==> src/rtl/mult_div_unit_if.sv <==
// Request/response bundle between the control FSM and the multiply/divide unit.
// The control side drives the operation request; the unit returns status and results.
interface mult_div_unit_if #(
  parameter int WIDTH = 32
);
  logic             start;
  logic             op;
  logic             sgn;
  logic [WIDTH-1:0] a;
  logic [WIDTH-1:0] b;
  logic             busy;
  logic             done;
  logic             div0;
  logic [WIDTH-1:0] hi;
  logic [WIDTH-1:0] lo;

  modport master (
    output start, op, sgn, a, b,
    input  busy, done, div0, hi, lo
  );

  modport slave (
    input  start, op, sgn, a, b,
    output busy, done, div0, hi, lo
  );
endinterface

==> src/rtl/mult_div_unit.sv <==
// Iterative multiply/divide unit: Booth or shift-add multiply, restoring divide,
// start/busy/done handshake and a divide-by-zero pulse.
module mult_div_unit #(
  parameter int WIDTH = 32,
  parameter int CNT_W = 6
) (
  input  logic           clk,
  input  logic           reset,
  mult_div_unit_if.slave bus
);

  typedef enum logic [2:0] {
    S_IDLE, S_LOAD, S_MUL, S_DIV, S_FIX, S_DONE, S_ERR
  } state_t;

  state_t             r_state;
  state_t             w_next;
  logic               w_busy;
  logic               w_done;
  logic               w_div0;

  logic               r_op;
  logic               r_sgn;
  logic               r_divz;
  logic               r_negQ;
  logic               r_negR;
  logic [WIDTH-1:0]   r_a;
  logic [WIDTH-1:0]   r_b;
  logic [2*WIDTH:0]   r_acc;
  logic               r_qm1;
  logic [CNT_W-1:0]   r_cnt;
  logic [WIDTH-1:0]   r_hi;
  logic [WIDTH-1:0]   r_lo;

  logic [WIDTH:0]     w_mulM;
  logic [WIDTH:0]     w_mulSum;
  logic [2*WIDTH:0]   w_mulAcc;
  logic [WIDTH:0]     w_divShift;
  logic [WIDTH:0]     w_divTrial;
  logic [2*WIDTH:0]   w_divAcc;
  logic [WIDTH-1:0]   w_quot;
  logic [WIDTH-1:0]   w_rem;

  always_ff @(posedge clk) begin
    if (reset) r_state <= S_IDLE;
    else       r_state <= w_next;
  end

  // The LOAD cycle decides between ERR and the iteration states; it only counts as busy for a real operation
  always_comb begin
    w_next = r_state;
    w_busy = 1'b0;
    w_done = 1'b0;
    w_div0 = 1'b0;
    case (r_state)
      S_IDLE: if (bus.start) w_next = S_LOAD;
      S_LOAD: begin
        w_busy = !r_divz;
        if (r_divz)    w_next = S_ERR;
        else if (r_op) w_next = S_DIV;
        else           w_next = S_MUL;
      end
      S_MUL, S_DIV: begin
        w_busy = 1'b1;
        if (r_cnt == CNT_W'(WIDTH - 1)) w_next = S_FIX;
      end
      S_FIX: begin
        w_busy = 1'b1;
        w_next = S_DONE;
      end
      S_DONE: begin
        w_done = 1'b1;
        w_next = S_IDLE;
      end
      S_ERR: begin
        w_done = 1'b1;
        w_div0 = 1'b1;
        w_next = S_IDLE;
      end
      default: w_next = S_IDLE;
    endcase
  end

  // Upper accumulator half carries one guard bit so -INT_MIN and unsigned carries stay exact
  always_comb begin
    w_mulM   = r_sgn ? {r_a[WIDTH-1], r_a} : {1'b0, r_a};
    w_mulSum = r_acc[2*WIDTH:WIDTH];
    if (r_sgn) begin
      case ({r_acc[0], r_qm1})
        2'b01:   w_mulSum = r_acc[2*WIDTH:WIDTH] + w_mulM;
        2'b10:   w_mulSum = r_acc[2*WIDTH:WIDTH] - w_mulM;
        default: w_mulSum = r_acc[2*WIDTH:WIDTH];
      endcase
    end else if (r_acc[0]) begin
      w_mulSum = r_acc[2*WIDTH:WIDTH] + w_mulM;
    end
    w_mulAcc = {r_sgn & w_mulSum[WIDTH], w_mulSum, r_acc[WIDTH-1:1]};

    w_divShift = r_acc[2*WIDTH-1:WIDTH-1];
    w_divTrial = w_divShift - {1'b0, r_b};
    if (w_divTrial[WIDTH]) w_divAcc = {w_divShift, r_acc[WIDTH-2:0], 1'b0};
    else                   w_divAcc = {w_divTrial, r_acc[WIDTH-2:0], 1'b1};

    w_quot = r_acc[WIDTH-1:0];
    w_rem  = r_acc[2*WIDTH-1:WIDTH];
  end

  always_ff @(posedge clk) begin
    if (reset) begin
      r_op   <= 1'b0;
      r_sgn  <= 1'b0;
      r_divz <= 1'b0;
      r_negQ <= 1'b0;
      r_negR <= 1'b0;
      r_a    <= '0;
      r_b    <= '0;
      r_acc  <= '0;
      r_qm1  <= 1'b0;
      r_cnt  <= '0;
      r_hi   <= '0;
      r_lo   <= '0;
    end else begin
      case (r_state)
        S_IDLE: if (bus.start) begin
          r_op   <= bus.op;
          r_sgn  <= bus.sgn;
          r_divz <= bus.op && (bus.b == '0);
          r_negQ <= bus.sgn & (bus.a[WIDTH-1] ^ bus.b[WIDTH-1]);
          r_negR <= bus.sgn & bus.a[WIDTH-1];
          r_a    <= (bus.op && bus.sgn && bus.a[WIDTH-1]) ? -bus.a : bus.a;
          r_b    <= (bus.op && bus.sgn && bus.b[WIDTH-1]) ? -bus.b : bus.b;
        end
        S_LOAD: begin
          r_acc <= r_op ? {{(WIDTH+1){1'b0}}, r_a} : {{(WIDTH+1){1'b0}}, r_b};
          r_qm1 <= 1'b0;
          r_cnt <= '0;
        end
        S_MUL: begin
          r_acc <= w_mulAcc;
          r_qm1 <= r_acc[0];
          r_cnt <= r_cnt + 1'b1;
        end
        S_DIV: begin
          r_acc <= w_divAcc;
          r_cnt <= r_cnt + 1'b1;
        end
        S_FIX: begin
          if (r_op) begin
            r_lo <= r_negQ ? -w_quot : w_quot;
            r_hi <= r_negR ? -w_rem : w_rem;
          end else begin
            r_lo <= w_quot;
            r_hi <= w_rem;
          end
        end
        default: ;
      endcase
    end
  end

  assign bus.busy = w_busy;
  assign bus.done = w_done;
  assign bus.div0 = w_div0;
  assign bus.hi   = r_hi;
  assign bus.lo   = r_lo;

endmodule

==> src/flat_wrapper.sv <==
// flat-port wrapper written by rule: the top's interface ports become plain ports
module mult_div_unit_flat 
#(
  parameter int WIDTH = 32,
  parameter int CNT_W = 6
)
  (clk, reset, bus_start, bus_op, bus_sgn, bus_a, bus_b, bus_busy, bus_done, bus_div0, bus_hi, bus_lo);
  mult_div_unit_if #(.WIDTH(WIDTH)) bus_i ();
  input  logic clk;
  input  logic reset;
  input wire logic [$bits(bus_i.start)-1:0] bus_start;
  input wire logic [$bits(bus_i.op)-1:0] bus_op;
  input wire logic [$bits(bus_i.sgn)-1:0] bus_sgn;
  input wire logic [$bits(bus_i.a)-1:0] bus_a;
  input wire logic [$bits(bus_i.b)-1:0] bus_b;
  output wire logic [$bits(bus_i.busy)-1:0] bus_busy;
  output wire logic [$bits(bus_i.done)-1:0] bus_done;
  output wire logic [$bits(bus_i.div0)-1:0] bus_div0;
  output wire logic [$bits(bus_i.hi)-1:0] bus_hi;
  output wire logic [$bits(bus_i.lo)-1:0] bus_lo;
  assign bus_i.start = bus_start;
  assign bus_i.op = bus_op;
  assign bus_i.sgn = bus_sgn;
  assign bus_i.a = bus_a;
  assign bus_i.b = bus_b;
  assign bus_busy = bus_i.busy;
  assign bus_done = bus_i.done;
  assign bus_div0 = bus_i.div0;
  assign bus_hi = bus_i.hi;
  assign bus_lo = bus_i.lo;
  mult_div_unit #(.WIDTH(WIDTH), .CNT_W(CNT_W)) u_core (.clk(clk), .reset(reset), .bus(bus_i));
endmodule
==> config.mk <==
export PLATFORM = sky130hd
export DESIGN_NAME = mult_div_unit_flat
export DESIGN_NICKNAME = d
export VERILOG_FILES = /design/src/rtl/mult_div_unit_if.sv /design/src/rtl/mult_div_unit.sv /design/src/flat_wrapper.sv
export SDC_FILE = /design/constraint.sdc
export NUM_CORES = 1
export LEC_CHECK = 0
export ABC_CLOCK_PERIOD_IN_PS = 5850
export CAP_MARGIN = 20
export CORE_ASPECT_RATIO = 0.5
export CORE_MARGIN = 3
export CORE_UTILIZATION = 60
export CTS_CLUSTER_SIZE = 16
export DETAILED_ROUTE_END_ITERATION = 7
export PLACE_DENSITY = 0.82
export SLEW_MARGIN = 30
export SYNTH_ARGS = -nofsm -noshare
export SYNTH_HDL_FRONTEND = slang
export SYNTH_SLANG_ARGS = --single-unit
==> constraint.sdc <==
create_clock -name clk -period 5.85 [get_ports clk]
set_input_delay 0.8775 -clock clk [delete_from_list [all_inputs] [get_ports clk]]
set_output_delay 0.8775 -clock clk [all_outputs]
set_load 0.05 [all_outputs]
# [Yosys cells after proc, flatten, opt, wreduce, memory -nomap -nowiden]
# Index checks and enable logic that the tools add are counted.
[classes] n_mul=0 shift=0 n_eq_ne=11 muxes=23 reduce_logical=15 n_bitwise=4 addsub=8 order_cmp=0 n_div=0
[ops] cell="2-to-1 mux 32 bit" n=7
[ops] cell="one-hot mux 65 bit (3 select lines)" n=1
[ops] cell="negator 32 bit" n=4
[ops] cell="2-to-1 mux 33 bit" n=3
[ops] cell="one-hot mux 33 bit (2 select lines)" n=1
[ops] cell="2-to-1 mux 65 bit" n=1
[ops] cell="adder 33 bit" n=1
[ops] cell="subtractor 33 x 32 -> 33 bit" n=1
[ops] cell="subtractor 33 bit" n=1
[ops] cell="zero test 32 bit" n=1
[ops] cell="one-hot mux 3 bit (4 select lines)" n=1
[ops] cell="one-hot mux 6 bit (2 select lines)" n=1
[ops] cell="equality test 3 bit (second input constant)" n=3
[ops] cell="2-to-1 mux 3 bit" n=3
[ops] cell="adder 6 x 1 -> 6 bit (second input constant)" n=1
[ops] cell="equality test 3 x 2 -> 1 bit (second input constant)" n=2
[ops] cell="equality test 6 x 5 -> 1 bit (second input constant)" n=1
[ops] cell="logical AND 1 bit" n=4
[ops] cell="one-hot mux 1 bit (2 select lines)" n=2
[ops] cell="AND reduction 2 bit" n=2
[ops] cell="nonzero test 2 bit" n=2
[ops] cell="OR reduction 2 bit" n=2
[ops] cell="bitwise AND 1 bit" n=3
[ops] cell="equality test 3 x 1 -> 1 bit (second input constant)" n=1
[ops] cell="other kinds (10)" n=12
[totals] ramBits=0 inputBits=69 latchBits=0 out_inout_bits=67 register_bits=208 mem_count=0 elab_cells=74 romBits=0

# [Logic depth before layout (Yosys ltp)]
[logic_depth] ltp_word=6 ltp_mapped=23 mapped_depth_nobuf=21

# [Worst setup path before layout]
# OpenSTA, ideal clock, no wires.
[synth_timing] path_kind="register -> register" startpoint="register u_core.r_acc[31]" endpoint="register u_core.r_acc[35]" setup_time_ns=0.128 path_buffers=2 required_time_ns=5.722 stages_incl_launch_ff=21 path_slack_ns=1.127 arrival_ns=4.596 period_less_slack_ns=4.723 path_cell_list="dfxtp_1 inv_1 ha_1 inv_1 fa_1 a21o_1 a221oi_1 nor3_1 o31ai_1 a41oi_1 a221o_1 nor4_1 a211oi_1 a21o_1 a21o_1 ha_1 clkbuf_1 buf_1 mux2_2 a221oi_1 nor2_1"
[synth_between] elab_chain_cells=3
[synth_lines] item="start, declared" line_no="mult_div_unit.sv:29" source="logic [2*WIDTH:0] r_acc;"
[synth_lines] item="start signal, assigned" line_no="mult_div_unit.sv:134" source="r_acc <= r_op ? {{(WIDTH+1){1'b0}}, r_a} : {{(WIDTH+1){1'b0}}, r_b};"
[synth_lines] item="start signal, assigned" line_no="mult_div_unit.sv:139" source="r_acc <= w_mulAcc;"
[synth_lines] item="start signal, assigned" line_no="mult_div_unit.sv:144" source="r_acc <= w_divAcc;"
[synth_lines] item="subtractor 33 x 32 -> 33 bit" line_no="mult_div_unit.sv:100" source="w_divTrial = w_divShift - {1'b0, r_b};"
[synth_lines] item="2-to-1 mux 65 bit" line_no="mult_div_unit.sv:101" source="if (w_divTrial[WIDTH]) w_divAcc = {w_divShift, r_acc[WIDTH-2:0], 1'b0};"
[synth_lines] item="one-hot mux 65 bit (3 select lines)" line_no="mult_div_unit.sv:123" source="case (r_state)"
# No other way between the ends.
# A chain may end at the register's enable or synchronous reset.

# [Final worst setup path]
[layout_timing] startpoint="register u_core.r_acc[31]" endpoint="register u_core.r_acc[61]"
# Same word-level chain as after synthesis.

==> results.toml <==
[grt]
grt_max_degree = 119
antenna_found_initial = 1
grt_pass1_wl_um = 98600
grt_overflow = 0
grt_use_total_pct = 39.9
grt_pass1_vias = 16993

[synthesis]
synth.avg_cell_area_sq_um = 7.48
async_flop_share_pct = 0
synthTopCellsByArea = "dfxtp_1 (24%), ha_1 (7.5%), nor2_1 (6.8%)"
synth_area_sq_mm = 0.0174
yosys.area.top_type_share_pct = 23.9
syn_nets = 2503
synth_top_cell_by_area = "dfxtp_1"
synthFlopType = "dfxtp_1"
ys_warn_count = 0
ys_seq_area_share_pct = 23.9
synth-edff-count = 0
synthCells = 2327
ys_types = 84
synth-seq-cells = 208

[final_layout]
drive_gt1_share_pct = 4.82
post-route-util_pct = 69.6
diodes = 0
final_cell_mix = "nor2_1 (314), dfxtp_1 (206), a21oi_1 (153)"
num-nets-final = 2527
layout_commonest_cell = "nor2_1"
area_growth_pct = 12.5
fin_area_sq_mm = 0.0196

[sta]
maxSlewHeadroom_pct = 30.0
finalSetupViolations = 0
skew_ns = 0.0201
rsz0062_at_grt = "false"
final.min_clock_period_ns = 5.15
fin_crit_sh_pct = 88.0
worst_pin_slew_ns = 1.05
hold_viol_final = 0
drv_slew = 0
clock.fmax_mhz = 194
tns_ns = 0
whs_ns = 0.456

[pwr]
total_power_uw = 10700
powerDensity_mw_per_mm2 = 546
p_leak_uw = 0.00729
vdd_drop_max_mv = 0.370

[floorplan]
dieWidth_um = 247
die_area_sq_mm = 0.0312
io_pins = 136
rows = 43
core-area_sq_mm = 0.0281
start_util_pct = 61.8
die_y_um = 126

[critical_path]
reg2reg_to = "u_core.r_acc[61]"
cp.required_ns = 6.30
cp.arrival_ns = 5.59
critPathKind = "reg2reg"
cp-end-kind = "flop"
startpoint_type = "flop"
r2r_cells = 21
rr_startpoint = "u_core.r_acc[31]"
reg2reg_setup_slack_ns = 0.70
path_max_fanout = 10

[clock_tree]
cts_hold_buf = 0
cts_root_buffer = "clkbuf_16"
clkTransAtPathRegs_ns = 0.07
cts_max_level = 1
cts.sinks = 208
cts_tree = "built"
worstSkewPairLatency_ns = 0.54
cts_resized = 0
ctsLongestPathBuffers = 3
cts_buffers = 21
cts_setup_buffers = 0

[drt]
drt_iter0_drc = 2471
drc = 0
routed_wl_um = 63700
route.antenna.remaining_nets = 0
vias = 18500
wl_per_cell_um = 23.2
firstDrtPassIters = 6
viasPerCell = 6.73

[run_status]
status = "finished clean"

[placed_design]
port_buffers = 135
place_congestion = 1.04
placed_cell_area_sq_mm = 0.0189
hpwl_um = 47600

[worst_hold_path]
min_from = "u_core.bus.hi[0]"
whs_endpoint = "u_core.bus.hi[0]"
hp-class = "reg2reg"
whs_path_depth = 2

[flow_run]
drv_cap = 0
worst max path at each step:
| stage | from | slack, ns | cells after the start | end |
|---|---|---|---|---|
| floorplan | u_core.r_acc[31] | 1.13 | 20 | u_core.r_acc[35] |
| detailed placement | u_core.r_acc[31] | 0.81 | 19 | u_core.r_acc[43] |
| CTS | u_core.r_acc[31] | 0.78 | 19 | u_core.r_acc[43] |
| finish | u_core.r_acc[31] | 0.70 | 21 | u_core.r_acc[61] |
| global placement | u_core.r_acc[31] | 0.93 | 19 | u_core.r_acc[43] |
| global route | u_core.r_acc[31] | 0.30 | 21 | u_core.r_acc[61] |
critical path, stage by stage, from the launching register on:
cell and delay (ns):
dfxtp_1 0.33, inv_1 0.12, ha_1 0.19, inv_1 0.06, fa_1 0.40, a21o_1 0.22, a221oi_1 0.51, nor3_1 0.11
o31ai_1 0.32, a41oi_1 0.26, a221o_1 0.40, nor4_1 0.18, a211oi_1 0.12, a21o_1 0.20, a21o_1 0.17, ha_1 0.33
nor2_1 0.42, buf_4 0.27, a32oi_1 0.07, nand2_1 0.12, a221oi_1 0.06, a211oi_1 0.20
sequential cells by signal (all words and copies together), names as in the netlist, 3 cells and up:
signal	cells
u_core.r_acc	65
u_core.r_cnt	6
u_core.r_state	3
u_core.r_a	32
u_core.bus.hi	32
u_core.bus.lo	32
u_core.r_b	32
Yosys cell counts (all sizes together) (67+ instances only):
cell type and number:
dfxtp 208, ha 104, a211oi 118, clkbuf 141, xnor2 85, nand2 142, xor2 91, inv 106
o21ai 115, nor2 317, a21oi 153, mux2i 67, nor3 79
per-stage QoR:
step                      setup slack [ns]  cells
after floorplan                       1.13   2327
after global placement               0.935   2710
after detailed placement             0.811   2710
after CTS                            0.781   2748
after global routing                 0.304   2748
final                                0.702   2748
final cells by class:
cell class                      instances  area [sq um]
Multi-Input combinational cell       1838         12200
Timing Repair Buffer                  171          1630
Clock inverter                         13           155
Inverter                              111           417
Clock buffer                           25           561
Tap cell                              382           478
Sequential cell                       208          4170
Fill cell                            2417          8560
cell families (layout without fill, tap and decap cells):
group           count (synthesis)  count (layout)  share of synthesized area (%)
simple gates                  756             756                           20.2
compound gates                723             723                           28.6
buf+inv                       281             320                           6.18
flops                         208             208                           23.9
xor+xnor                      176             176                           8.86
fa+ha+maj                     107             107                           7.82
mux                            76              76                           4.44
report_power, final:
| group | switching [uW] | internal [uW] |
|---|---|---|
| registers | 653 | 1770 |
| clock network | 620 | 823 |
| logic | 4320 | 2490 |
| total | 5590 | 5090 |
metal layers:
metal | GRT usage [%] | routed length, um | vias to the layer above
met5 | 0 | 13 | -
met3 | 13.0 | 8910 | 178
met4 | 12.8 | 2220 | 2
li1 | - | - | 8566
met2 | 58.3 | 26100 | 1130
met1 | 55.6 | 26400 | 8624
Note: power is estimated with default switching activity, not from simulation.
